--- config.mk ---
export PLATFORM = sky130hd
export DESIGN_NAME = regfile_wb_arbiter
export DESIGN_NICKNAME = d
export VERILOG_FILES = /design/src/rtl/regfile_wb_arbiter.sv
export SDC_FILE = /design/constraint.sdc
export NUM_CORES = 1
export LEC_CHECK = 0
export ABC_AREA = 1
export ABC_CLOCK_PERIOD_IN_PS = 2100
export BUFFER_PORTS_ARGS = -buffer_cell sky130_fd_sc_hd__buf_2
export CELL_PAD_IN_SITES_DETAIL_PLACEMENT = 1
export CELL_PAD_IN_SITES_GLOBAL_PLACEMENT = 2
export CORE_MARGIN = 2
export CORE_UTILIZATION = 25
export CTS_CLUSTER_SIZE = 40
export DETAILED_ROUTE_END_ITERATION = 8
export HOLD_SLACK_MARGIN = 0.15
export PLACE_DENSITY = 0.95
export SYNTH_ARGS = -nofsm -noshare
export SYNTH_HDL_FRONTEND = slang
export SYNTH_SLANG_ARGS = --single-unit
--- constraint.sdc ---
create_clock -name clk -period 2.1 [get_ports clk]
set_clock_uncertainty 0.15 [all_clocks]
set_input_delay 0.105 -clock clk [delete_from_list [all_inputs] [get_ports clk]]
set_output_delay 0.105 -clock clk [all_outputs]
set_load 0.02 [all_outputs]
--- src/rtl/regfile_wb_arbiter.sv ---
// regfile_wb_arbiter: round-robin writeback arbiter for the register file write port with pending-write scoreboard
`timescale 1ns/1ps
module regfile_wb_arbiter #(
    parameter int DWIDTH = 16,
    parameter int AWIDTH = 3,
    parameter int NREGS  = 2**AWIDTH
) (
    input  logic              clk,
    input  logic              reset,
    input  logic              a_req,
    input  logic [AWIDTH-1:0] a_sel,
    input  logic [DWIDTH-1:0] a_data,
    output logic              a_ack,
    input  logic              b_req,
    input  logic [AWIDTH-1:0] b_sel,
    input  logic [DWIDTH-1:0] b_data,
    output logic              b_ack,
    output logic              rf_we,
    output logic [AWIDTH-1:0] rf_wsel,
    output logic [DWIDTH-1:0] rf_wdata,
    input  logic              iss_valid,
    input  logic [AWIDTH-1:0] iss_sel,
    output logic [NREGS-1:0]  pend
);
    logic              rf_we_q, rf_we_d;
    logic [AWIDTH-1:0] rf_wsel_q, rf_wsel_d;
    logic [DWIDTH-1:0] rf_wdata_q, rf_wdata_d;
    logic [NREGS-1:0]  pend_q, pend_d;
    logic              last_b_q, last_b_d;
    logic [NREGS-1:0]  clr_mask, set_mask;
    always_comb begin
        a_ack      = !reset && a_req && (!b_req || last_b_q);
        b_ack      = !reset && b_req && (!a_req || !last_b_q);
        rf_we_d    = a_ack || b_ack;
        rf_wsel_d  = a_ack ? a_sel : b_ack ? b_sel : rf_wsel_q;
        rf_wdata_d = a_ack ? a_data : b_ack ? b_data : rf_wdata_q;
        last_b_d   = a_ack ? 1'b0 : b_ack ? 1'b1 : last_b_q;
        clr_mask   = rf_we_q ? NREGS'(1) << rf_wsel_q : '0;
        set_mask   = iss_valid ? NREGS'(1) << iss_sel : '0;
        // set is OR'd after the clear so a same-index issue supersedes the commit
        pend_d     = (pend_q & ~clr_mask) | set_mask;
    end
    always_ff @(posedge clk) begin
        if (reset) begin
            rf_we_q    <= 1'b0;
            rf_wsel_q  <= '0;
            rf_wdata_q <= '0;
            pend_q     <= '0;
            last_b_q   <= 1'b1;
        end else begin
            rf_we_q    <= rf_we_d;
            rf_wsel_q  <= rf_wsel_d;
            rf_wdata_q <= rf_wdata_d;
            pend_q     <= pend_d;
            last_b_q   <= last_b_d;
        end
    end
    assign rf_we    = rf_we_q;
    assign rf_wsel  = rf_wsel_q;
    assign rf_wdata = rf_wdata_q;
    assign pend     = pend_q;
endmodule

==> flow_summary.yaml <==
outcome:
  outcome: "finished, final reports clean"
timing:
  fin_hold_ws_ns: 0.257
  tightestPinTransition_ns: 0.402
  setup_tns_ns: 0
  rsz0062_at_grt: "no"
  period_share_pct: 85.1
  max_freq_mhz: 559
  setup_slack_ns: 0.312
  period_needed_ns: 1.79
  slew_headroom_pct: 73.1
  finalSetupViolCount: 0
  final_max_slew_viol_count: 0
  hold_violations: 0
clock_network:
  clock_latency_ns: 0.28
  clk_pin_slew_ns: 0.07
  htree_levels: 2
  numCtsBuffers: 5
  cts.sinks: 29
  cts_setup_buffers: 0
  cts_max_path_buffers: 2
  cts_root_buffer: "clkbuf_8"
  cts_tree: "yes"
min_path:
  hold_path_class: "in -> reg"
place:
  dp_cells: 376
  hpwl_mm: 3.60
  port_buffers: 75
  routabilityCongestion: 0.689
  dp_worst_setup_slack_ns: 0.552
  place_area_um2: 2000
grt:
  grt_usage_pct: 16.4
  antenna_found_initial: 0
  grt_max_degree: 23
  grt_pass1_vias: 2041
  grt_first_pass_wirelength_mm: 9.38
  grt-ovfl-total: 0
synth:
  ys_warn_count: 0
  avgSynthCellArea_um2: 6.92
  synth_mux_area_share_pct: 0
  synth_compound_area_share_pct: 20.0
  synth_fp_nets: 278
  synth-simple-area-share_pct: 28.8
  synth_top_cell_area_share_pct: 36.2
  yosys.area.top_type: "dfxtp_1"
  netlist_top_cells_area: "dfxtp_1 36%, nor2_1 9.8%, a21oi_1 9.0%, nand2_1 8.9%, inv_1 6.5%"
  syn_inst: 232
  yosys.area_share.xor_xnor_pct: 0
  ys_ff_latch: 29
  seq_area_frac_synth_pct: 36.2
  synthAdderAreaFrac_pct: 0
  synth_cell_type_count: 19
  syn_area_um2: 1610
  synth_top_family_by_area: "simple AND/OR/NAND/NOR gates"
setup_path:
  cp.arrival_ns: 1.82
  criticalPathCategory: "in -> reg"
  cp_slowest_cell: "dlygate4sd3_1"
  crit_chain: "dlygate4sd3_1 -> buf_2 -> inv_4 -> nand2_1 -> nand2_2 -> buf_4 -> nand2_1 -> nor2_1 -> nor2_1"
  endpoint_kind: "flop"
  cp-start-kind: "input pin"
  critPathMaxStageDelay_ns: 0.53
  critPathMaxFanout: 21
  cp.required_ns: 2.13
routing:
  drc: 0
  wl_mm: 5.65
  first_iter_violations: 88
  detail_route.wl_per_cell_um: 13.1
  ant_nets: 0
  via_per_inst: 4.45
  vias: 1918
  drt_first_pass_iters: 4
finish:
  nets: 399
  antennaDiodeCount: 0
  stdcell_count: 431
  layout_common_cells: "75 x buf_2, 47 x dlygate4sd3_1, 42 x nor2_1, 38 x nand2_1"
  area_delta_synth_final_pct: 61.4
  drive_above_1_share_pct: 31.6
  utilization_pct: 41.3
  mostFrequentLayoutCell: "buf_2"
  fin_area_um2: 2590
  num-fill-cells: 820
floorplanning:
  coreArea_um2: 6280
  die_x_um: 84.1
  num_rows: 29
  io_pins: 76
  dieArea_um2: 7080
  initial_utilization_pct: 25.6
  die_h_um: 84.1
power:
  design_power_total_mw: 1.62
  power_leakage_nw: 1.30
  power.density_nw_per_um2: 626
  ir_drop_v: 0.000298
run:
  cap_viol_max_count: 0
## sequential cells by signal (all words and copies together) (netlist names)
register  flops
pend          8
rf_we         1
rf_wdata     16
last_b_q      1
rf_wsel       3
## worst paths after layout
kind | startpoint | end | slack (ns) | cells after the start
min reg2reg | pend[3] | pend[3] | 0.33 | 2
max reg2reg | last_b_q | last_b_q | 0.47 | 5
min | b_req | rf_we | 0.26 | 3
max | reset | rf_wdata[8] | 0.31 | 9
## synth_stat cells
cell type	instances
nand2_1	38
inv_1	28
o211ai_1	1
dfxtp_1	29
nand3_1	9
o21ai_0	18
inv_2	1
nand2_2	1
a21oi_1	29
buf_12	1
clkbuf_2	1
buf_2	5
o21ai_2	9
nor2_4	1
buf_6	6
inv_4	1
nor2_1	42
nand3_2	10
clkbuf_1	2
## logic make-up after synthesis
group	after synthesis
AOI/OAI and AO/OA	57
and+or+nand+nor	101
buffers and inverters	45
DFF	29
## worst max-delay path, delay by kind of cell
kind          cells  cell delay (ns)
simple gates      5             0.58
buf+inv           4             1.12
## area by class of cell
class | instances | area (um^2) | share of cell area [%]
tap | 77 | 96.3 | 3.72
sequential | 29 | 581 | 22.4
timing repair buffer | 129 | 898 | 34.7
inverter | 30 | 115 | 4.44
clock inverter | 1 | 30.0 | 1.16
multi-input combinational | 158 | 785 | 30.3
clock buffer | 7 | 86.3 | 3.33
## routing by layer
layer | track usage, % | wire [um]
met5 | 0 | 0
met4 | 5.28 | 94
met3 | 4.52 | 294
met2 | 29.9 | 2910
met1 | 18.5 | 2350
## repair_timing
item	CTS	global route
endpoints found under the setup margin	0	0
gates resized for setup	0	0
hold buffers	47	0
hold endpoints to repair	28	0
## report_power, final
group          internal (mW)  switching, mW
registers              0.592         0.0275
logic                  0.182          0.226
clock network          0.386          0.208
Note: power is estimated with default switching activity, not from simulation.
